## src/rtl/axil_wr_arb2.sv

```systemverilog
// Two-port AXI-Lite write arbiter: round-robin share of one write master.
// Ports: clk, rst_n, s0_/s1_axil_* slaves, m_axil_* master, grant one-hot.
module axil_wr_arb2 #(
  parameter int ADDR_WIDTH = 32,
  parameter int DATA_WIDTH = 32,
  parameter int STRB_WIDTH = DATA_WIDTH / 8
) (
  input  logic                  clk,
  input  logic                  rst_n,

  input  logic [ADDR_WIDTH-1:0] s0_axil_awaddr,
  input  logic [2:0]            s0_axil_awprot,
  input  logic                  s0_axil_awvalid,
  output logic                  s0_axil_awready,
  input  logic [DATA_WIDTH-1:0] s0_axil_wdata,
  input  logic [STRB_WIDTH-1:0] s0_axil_wstrb,
  input  logic                  s0_axil_wvalid,
  output logic                  s0_axil_wready,
  output logic [1:0]            s0_axil_bresp,
  output logic                  s0_axil_bvalid,
  input  logic                  s0_axil_bready,

  input  logic [ADDR_WIDTH-1:0] s1_axil_awaddr,
  input  logic [2:0]            s1_axil_awprot,
  input  logic                  s1_axil_awvalid,
  output logic                  s1_axil_awready,
  input  logic [DATA_WIDTH-1:0] s1_axil_wdata,
  input  logic [STRB_WIDTH-1:0] s1_axil_wstrb,
  input  logic                  s1_axil_wvalid,
  output logic                  s1_axil_wready,
  output logic [1:0]            s1_axil_bresp,
  output logic                  s1_axil_bvalid,
  input  logic                  s1_axil_bready,

  output logic [ADDR_WIDTH-1:0] m_axil_awaddr,
  output logic [2:0]            m_axil_awprot,
  output logic                  m_axil_awvalid,
  input  logic                  m_axil_awready,
  output logic [DATA_WIDTH-1:0] m_axil_wdata,
  output logic [STRB_WIDTH-1:0] m_axil_wstrb,
  output logic                  m_axil_wvalid,
  input  logic                  m_axil_wready,
  input  logic [1:0]            m_axil_bresp,
  input  logic                  m_axil_bvalid,
  output logic                  m_axil_bready,

  output logic [1:0]            grant
);

  localparam logic [1:0] S_IDLE = 2'd0;
  localparam logic [1:0] S_XFER = 2'd1;
  localparam logic [1:0] S_RESP = 2'd2;

  logic [1:0] state;
  logic [1:0] grant_q;
  logic       last_q;
  logic       aw_done;
  logic       w_done;

  logic       req0;
  logic       req1;
  logic [1:0] pick;
  logic       sel;
  logic       in_xfer;
  logic       in_resp;
  logic       g_awvalid;
  logic       g_wvalid;
  logic       g_bready;
  logic       aw_fire;
  logic       w_fire;
  logic       b_fire;

  assign req0 = s0_axil_awvalid && s0_axil_wvalid;
  assign req1 = s1_axil_awvalid && s1_axil_wvalid;

  // last_q holds the port served last; on contention the other one wins.
  always_comb begin
    pick = 2'b00;
    if (req0 && req1) begin
      pick = last_q ? 2'b01 : 2'b10;
    end else if (req0) begin
      pick = 2'b01;
    end else if (req1) begin
      pick = 2'b10;
    end
  end

  assign sel     = grant_q[1];
  assign in_xfer = (state == S_XFER) && (grant_q != 2'b00);
  assign in_resp = (state == S_RESP) && (grant_q != 2'b00);

  assign g_awvalid = sel ? s1_axil_awvalid : s0_axil_awvalid;
  assign g_wvalid  = sel ? s1_axil_wvalid  : s0_axil_wvalid;
  assign g_bready  = sel ? s1_axil_bready  : s0_axil_bready;

  assign m_axil_awvalid = in_xfer && g_awvalid && !aw_done;
  assign m_axil_wvalid  = in_xfer && g_wvalid && !w_done;
  assign m_axil_bready  = in_resp && g_bready;

  // Payloads are forced to zero outside XFER.
  always_comb begin
    m_axil_awaddr = '0;
    m_axil_awprot = '0;
    m_axil_wdata  = '0;
    m_axil_wstrb  = '0;
    if (in_xfer) begin
      m_axil_awaddr = sel ? s1_axil_awaddr : s0_axil_awaddr;
      m_axil_awprot = sel ? s1_axil_awprot : s0_axil_awprot;
      m_axil_wdata  = sel ? s1_axil_wdata  : s0_axil_wdata;
      m_axil_wstrb  = sel ? s1_axil_wstrb  : s0_axil_wstrb;
    end
  end

  assign s0_axil_awready = in_xfer && grant_q[0] && m_axil_awready && !aw_done;
  assign s1_axil_awready = in_xfer && grant_q[1] && m_axil_awready && !aw_done;
  assign s0_axil_wready  = in_xfer && grant_q[0] && m_axil_wready && !w_done;
  assign s1_axil_wready  = in_xfer && grant_q[1] && m_axil_wready && !w_done;
  assign s0_axil_bvalid  = in_resp && grant_q[0] && m_axil_bvalid;
  assign s1_axil_bvalid  = in_resp && grant_q[1] && m_axil_bvalid;
  assign s0_axil_bresp   = (in_resp && grant_q[0]) ? m_axil_bresp : 2'b00;
  assign s1_axil_bresp   = (in_resp && grant_q[1]) ? m_axil_bresp : 2'b00;

  assign aw_fire = m_axil_awvalid && m_axil_awready;
  assign w_fire  = m_axil_wvalid && m_axil_wready;
  assign b_fire  = m_axil_bvalid && m_axil_bready;

  assign grant = grant_q;

  always_ff @(posedge clk or negedge rst_n) begin
    if (!rst_n) begin
      state   <= S_IDLE;
      grant_q <= 2'b00;
      last_q  <= 1'b1;
      aw_done <= 1'b0;
      w_done  <= 1'b0;
    end else begin
      unique case (state)
        S_IDLE: begin
          if (pick != 2'b00) begin
            grant_q <= pick;
            state   <= S_XFER;
          end
        end
        S_XFER: begin
          // AW and W may complete in the same or in different cycles.
          if ((aw_done || aw_fire) && (w_done || w_fire)) begin
            state   <= S_RESP;
            aw_done <= 1'b0;
            w_done  <= 1'b0;
          end else begin
            aw_done <= aw_done || aw_fire;
            w_done  <= w_done || w_fire;
          end
        end
        S_RESP: begin
          if (b_fire) begin
            state   <= S_IDLE;
            grant_q <= 2'b00;
            last_q  <= sel;
          end
        end
        default: begin
          state   <= S_IDLE;
          grant_q <= 2'b00;
        end
      endcase
    end
  end

endmodule

```

## config.mk

```make
export PLATFORM = sky130hd
export DESIGN_NAME = axil_wr_arb2
export DESIGN_NICKNAME = d
export VERILOG_FILES = /design/src/rtl/axil_wr_arb2.sv
export SDC_FILE = /design/constraint.sdc
export NUM_CORES = 1
export LEC_CHECK = 0
export ABC_AREA = 1
export CORE_MARGIN = 10
export CORE_UTILIZATION = 21
export DETAILED_ROUTE_END_ITERATION = 6
export GPL_TIMING_DRIVEN = 0
export PLACE_DENSITY = 0.83
export SLEW_MARGIN = 20
export SYNTH_ARGS = -nofsm -noshare
export SYNTH_HDL_FRONTEND = slang
export SYNTH_SLANG_ARGS = --single-unit
```

## constraint.sdc

```tcl
create_clock -name clk -period 1.1 [get_ports clk]
set_input_delay 0.165 -clock clk [delete_from_list [all_inputs] [get_ports clk]]
set_output_delay 0.165 -clock clk [all_outputs]
set_load 0.05 [all_outputs]
```

==> run metrics, run 1 <==
Initial Utilization 0.214; Final Slew Violations 0; I/O pin count 241; Overflow after GRT 0; fin crit period around 1.8 ns; Root Buffer clkbuf_8; flop-to-flop setup slack -0.48 ns; final worst path period share 1.67; multi-input logic area 0.00206 mm²; largest net degree at the start of global routing 11; P_sw 10.9 mW; Hold Buf Count CTS 0; Die Ht approximately 110 µm; Worst Reg-to-Reg Cells 11; # diodes 0; Max Cap Violations 0; worst slack at placement -1.16 ns; internal power 8.14 mW; Clock Latency Late Sink 0.23 ns; initial antenna violation count 0; number of remaining DRC errors 0; Synth Warn # 0; number of fill cells 375; IO buf count 240; CTS Sinks 7; Min-Delay Path Class primary input to asynchronous set/reset pin; NumNets Final 752; Worst Tran Pin Value 0.502 ns; Leak 2.47 nW; post-route ant nets 0; worst path required time 0.94 ns; top post-synthesis cells by area nand2_1 (42%), a21oi_1 (24%), dfrtp_1 (9.7%); critical register-to-register path startpoint grant[1]$_DFFE_PN0P_; failing checks negative setup slack; Pwr Total 19.0 mW; CP Data Arrival Time between 1.5 and 2 ns; drt pass-1 iters 4; Yosys reg bits 7; Vias/cell 4.95; GP Congestion 0.877; Pwr Density 3190 mW/mm²; GRT Total Usage 0.204; Net Count, Synth 474; endpoints failing setup 93; Sw Share 0.572; top achievable clock speed 0.543 GHz; Max Clock Skew 0.00293 ns; vias in the first global route 3,195; Final Hold Fails 0; layout cells sized above 1 0.475; count leader, synth nand2_1; TritonCTS clock tree yes; Post-synth top cells nand2_1 (172), a21oi_1 (73), buf_2 (21), inv_1 (12), nor2_1 (9); CTS max path bufs 2; via count 3,441; share of power burned in registers 0.028; clock-pin slew on the worst setup and hold paths roughly 0.040 ns; dpl hpwl about 10000 µm; status complete, but fails checks; crit path max fanout 10; Worst setup EP type output port; htree depth 1; area leader, netlist nand2_1; Peak VDD IR approximately 1.8 mV; worst rel slew slack 0.666; row count 31; final setup margin -0.741 ns; syn_area_per_cell 4.85 µm²; worst setup path class flop to output port; clock share of power 0.020; unrepaired setup endpoints after global routing true; Die Width 106 µm; Worst setup SP type flop; Routed wire per std cell 22.3 µm; Total Routed Length 15,500 µm; first-pass GRT wire length between 15,000 and 20,000 µm; reg2reg end state[1]$_DFFE_PN0P_; top-area cell type share of the netlist area 0.417; Die Area ~0.011 mm²; Distinct cells, synth 24; number of flops mapped to enable cells by yosys 0; Syn Std Cell Area 0.00155 mm²; Syn Inst Count about 320; total CTS buffers 3; power share of the combinational group 0.952; Register Area 179 µm²; Iteration-0 DRC Markers between 100 and 150; Syn-to-layout area delta 285%; Synth Flop Type dfrtp_1; async set-reset flop share out of synthesis 1.00; core area a little over 0.007 mm²; sequential-to-total area share from yosys stat 0.114
[worst max-delay path, stage by stage (launching register included)]
cell and delay (ns):
dfrtp_2 0.41, buf_8 0.15, clkinv_4 0.09, buf_12 0.14
buf_8 0.14, nand2_1 0.14, a21oi_4 0.19, buf_8 0.17
[cells in the final DEF, fill, tap and decap left out, types with 12 or more instances in the layout]
master	n
clkdlybuf4s50_1	154
nand2_1	136
clkbuf_16	12
buf_4	15
buf_8	34
a21oi_2	28
buf_6	69
nand2_2	26
a21oi_4	43
[final cells by class]
type,count,area share
repair buffers,272,0.517
multi-input cells,274,0.346
plain buffers,24,0.0643
flip-flops and latches,7,0.0300
well taps,99,0.0208
inverters,14,0.0126
clock buffers,4,0.00756
repair inverters,1,0.00147
[power groups by stage]
stage	logic [mW]	clock network (mW)	registers, mW
2_1_floorplan	7.62	0	0.602
3_3_place_gp	11.5	0	0.514
3_5_place_dp	11.6	0	0.520
4_1_cts	13.2	0.368	0.530
5_1_grt	18.7	0.387	0.549
6_report	18.1	0.374	0.538
[metal layers]
metal	vias up	track usage	wire, µm
met4	0	0.0319	353
met1	1669	0.221	5350
li1	1574	-	-
met3	28	0.0408	1230
met5	-	0	0
met2	170	0.401	8570
[cells by family after synthesis]
family,Yosys count,share of synthesized area
AND/OR/NAND/NOR,194,0.494
AO/OA/AOI/OAI,80,0.273
buffers and inverters,38,0.120
flip-flops,7,0.114
[timing repair]
| action | CTS | global route |
|---|---|---|
| setup endpoints to repair | 93 | 93 |
| gates resized for setup | 630 | 205 |
| pin swaps | 12 | 17 |
| gates cloned | 1 | 13 |
| buffers inserted | 11 | 10 |
[registers in the layout (all words and copies together) (netlist names)]
signal and flops:
grant 2, state 2, aw_done 1, w_done 1, last_q 1
[how the worst max path moves through the flow]
| stage | startpoint | end | slack [ns] | cells after the start |
|---|---|---|---|---|
| finish | grant[1]$_DFFE_PN0P_ | m_axil_wdata[30] | -0.74 | 7 |
| global route | grant[1]$_DFFE_PN0P_ | m_axil_wdata[30] | -0.78 | 7 |
| CTS | grant[1]$_DFFE_PN0P_ | m_axil_wdata[30] | -0.63 | 7 |
| detailed placement | grant[1]$_DFFE_PN0P_ | m_axil_wdata[10] | -1.16 | 7 |
| global placement | grant[1]$_DFFE_PN0P_ | m_axil_wdata[10] | -1.14 | 7 |
| floorplan | grant[1]$_DFFE_PN0P_ | m_axil_awaddr[10] | -0.91 | 6 |
[per-stage QoR]
stage	TNS, ns	instance area [µm²]	hold WS, ns	cells	utilization
4_1_cts	-51.57	4720	0.220	674	0.654
3_3_place_gp	-87.41	4350	0.461	658	0.603
6_report	-56.87	5960	0.219	695	0.826
3_5_place_dp	-88.77	4350	0.467	658	0.603
5_1_grt	-60.84	5960	0.241	695	0.826
2_1_floorplan	-66.95	1820	-0.131	319	-
(Power assumes the default switching activity.)
==> run 2, diff against run 1 <==
- ABC_AREA: 1 -> default
- PLACE_DENSITY: 0.83 -> 0.81
==> run metrics, run 2 <==
sequential-to-total area share from yosys stat 0.110 (was 0.114); async set-reset flop share out of synthesis 1.00 (unchanged); Die Width 107 µm (was 106 µm); Die Ht 107 µm (was 106 µm); area leader, netlist mux2i_1 (was nand2_1); Post-synth top cells nor2_1 (83), mux2i_1 (71), nand2_1 (11), buf_2 (10), dfrtp_1 (6) (was nand2_1 (172), a21oi_1 (73), buf_2 (21), inv_1 (12), nor2_1 (9)); syn_area_per_cell 7.18 µm² (was 4.85 µm²); GRT Total Usage 0.630; GP Congestion 0.855 (was 0.877); top post-synthesis cells by area mux2i_1 (44%), nor2_1 (19%), dfrtp_1 (9.4%) (was nand2_1 (42%), a21oi_1 (24%), dfrtp_1 (9.7%)); worst slack at placement -1.34 ns (was -1.16 ns); Net Count, Synth 378 (was 474); count leader, synth nor2_1 (was nand2_1); Syn Inst Count 223 (was 319); placed cell areas 0.00493 mm² (was 0.00435 mm²); Syn Std Cell Area 0.00160 mm² (was 0.00155 mm²); Synth Warn # 0 (unchanged); total CTS buffers 3 (unchanged); initial antenna violation count 2; worst endpoint type top-level output; htree depth 1 (unchanged); Distinct cells, synth 34 (was 24); number of flops mapped to enable cells by yosys 0 (unchanged); Synth Flop Type dfrtp_1 (unchanged); CTS max path bufs 2 (unchanged); GR repair worst EP m_axil_wvalid; IO buf count 240 (unchanged); CTS Sinks 7 (unchanged); Initial Utilization 0.218 (was 0.214); I/O pin count 241 (unchanged); Yosys reg bits 7 (unchanged); row count 31 (unchanged); largest net degree at the start of global routing 11; error msg [ERROR GRT-0232] Routing congestion too high. Check the congestion heatmap in the GUI.; Failed at global routing; Overflow after GRT 147; Root Buffer clkbuf_8 (unchanged); placed cells 562 (was 658); dpl hpwl 10,200 µm (was 9930 µm); top-area cell type share of the netlist area 0.444 (was 0.417); status did not finish (was complete, but fails checks)
-- run 2: kinds of logic after synthesis --
group | synth area share
compound gates | 0.0867
flops | 0.110
mux | 0.451
buf+inv | 0.0734
simple gates | 0.279
-- run 2: repair_timing --
item,CTS
hold buffers,0
cloned,2
setup endpoints to repair,93
gates resized for setup,708
setup buffers,33
pin swaps,21
-- run 2: metrics by stage --
stage / hold WS, ns / util
floorplan: -0.131 / -
global placement: 0.439 / 0.672
detailed placement: 0.452 / 0.672
CTS: 0.207 / 0.854
-- run 2: layer usage --
| layer | global-route usage | overflow |
|---|---|---|
| met4 | 0.740 | 62 |
| met3 | 0.428 | 0 |
| met1 | 0.571 | 0 |
| met2 | 0.856 | 85 |
| met5 | 0.0714 | 0 |
==> run 3, diff against run 2 <==
- CORE_UTILIZATION: 21 -> 24
- PLACE_DENSITY: 0.81 -> default
- PLACE_DENSITY_LB_ADDON: default -> 0.15
- clock period: 1.1 -> 1.43 ns (I/O delays scaled with it)
==> run metrics, run 3 <==
async set-reset flop share out of synthesis 1.00 (unchanged); area leader, netlist mux2i_1 (unchanged); Distinct cells, synth 34 (unchanged); htree depth 1 (unchanged); worst slack at placement -1.03 ns (was -1.34 ns); Die Width 102 µm (was 107 µm); row count 29 (was 31); Die Ht 102 µm (was 107 µm); sequential-to-total area share from yosys stat 0.110 (unchanged); top post-synthesis cells by area mux2i_1 (44%), nor2_1 (19%), dfrtp_1 (9.4%) (unchanged); I/O pin count 241 (unchanged); Post-synth top cells nor2_1 (83), mux2i_1 (71), nand2_1 (11), buf_2 (10), dfrtp_1 (6) (unchanged); count leader, synth nor2_1 (unchanged); Syn Inst Count 223 (unchanged); syn_area_per_cell 7.18 µm² (unchanged); Syn Std Cell Area 0.00160 mm² (unchanged); total CTS buffers 3 (unchanged); IO buf count 240 (unchanged); GP Congestion 0.808 (was 0.855); top-area cell type share of the netlist area 0.444 (unchanged); status did not finish (unchanged); largest net degree at the start of global routing 12; Synth Flop Type dfrtp_1 (unchanged); Yosys reg bits 7 (unchanged); Root Buffer clkbuf_8 (unchanged); Failed at global routing (unchanged); dpl hpwl 10,100 µm (was 10,200 µm); Synth Warn # 0 (unchanged); Net Count, Synth 378 (unchanged); error msg [ERROR DPL-0038] Utilization greater than 100%, impossible to legalize (was [ERROR GRT-0232] Routing congestion too high. Check the congestion heatmap in the GUI.); Initial Utilization 0.249 (was 0.218); worst endpoint type top-level output (unchanged); CTS max path bufs 2 (unchanged); CTS Sinks 7 (unchanged); GR repair worst EP m_axil_awaddr[7] (was m_axil_wvalid); number of flops mapped to enable cells by yosys 0 (unchanged)
run 3: repair_timing:
| item | in CTS |
|---|---|
| pin swaps | 4 |
| setup endpoints to repair | 87 |
| hold buffers | 0 |
| cloned | 2 |
| gates resized for setup | 692 |
| buffers inserted | 5 |
run 3: metrics by stage:
step	hold slack, ns	utilization	area, µm²	instances	TNS [ns]
after detailed placement	0.481	0.757	4860	540	-78.70
after floorplan	-0.0811	-	2370	223	-20.89
after global placement	0.478	0.757	4860	540	-78.25
after CTS	0.246	0.871	5600	551	-26.13
run 3: cells by family after synthesis:
kind of cell / after synthesis / share of synthesized area
mux: 72 / 0.451
compound gates: 17 / 0.0867
flops: 7 / 0.110
simple gates: 107 / 0.279
buf+inv: 20 / 0.0734
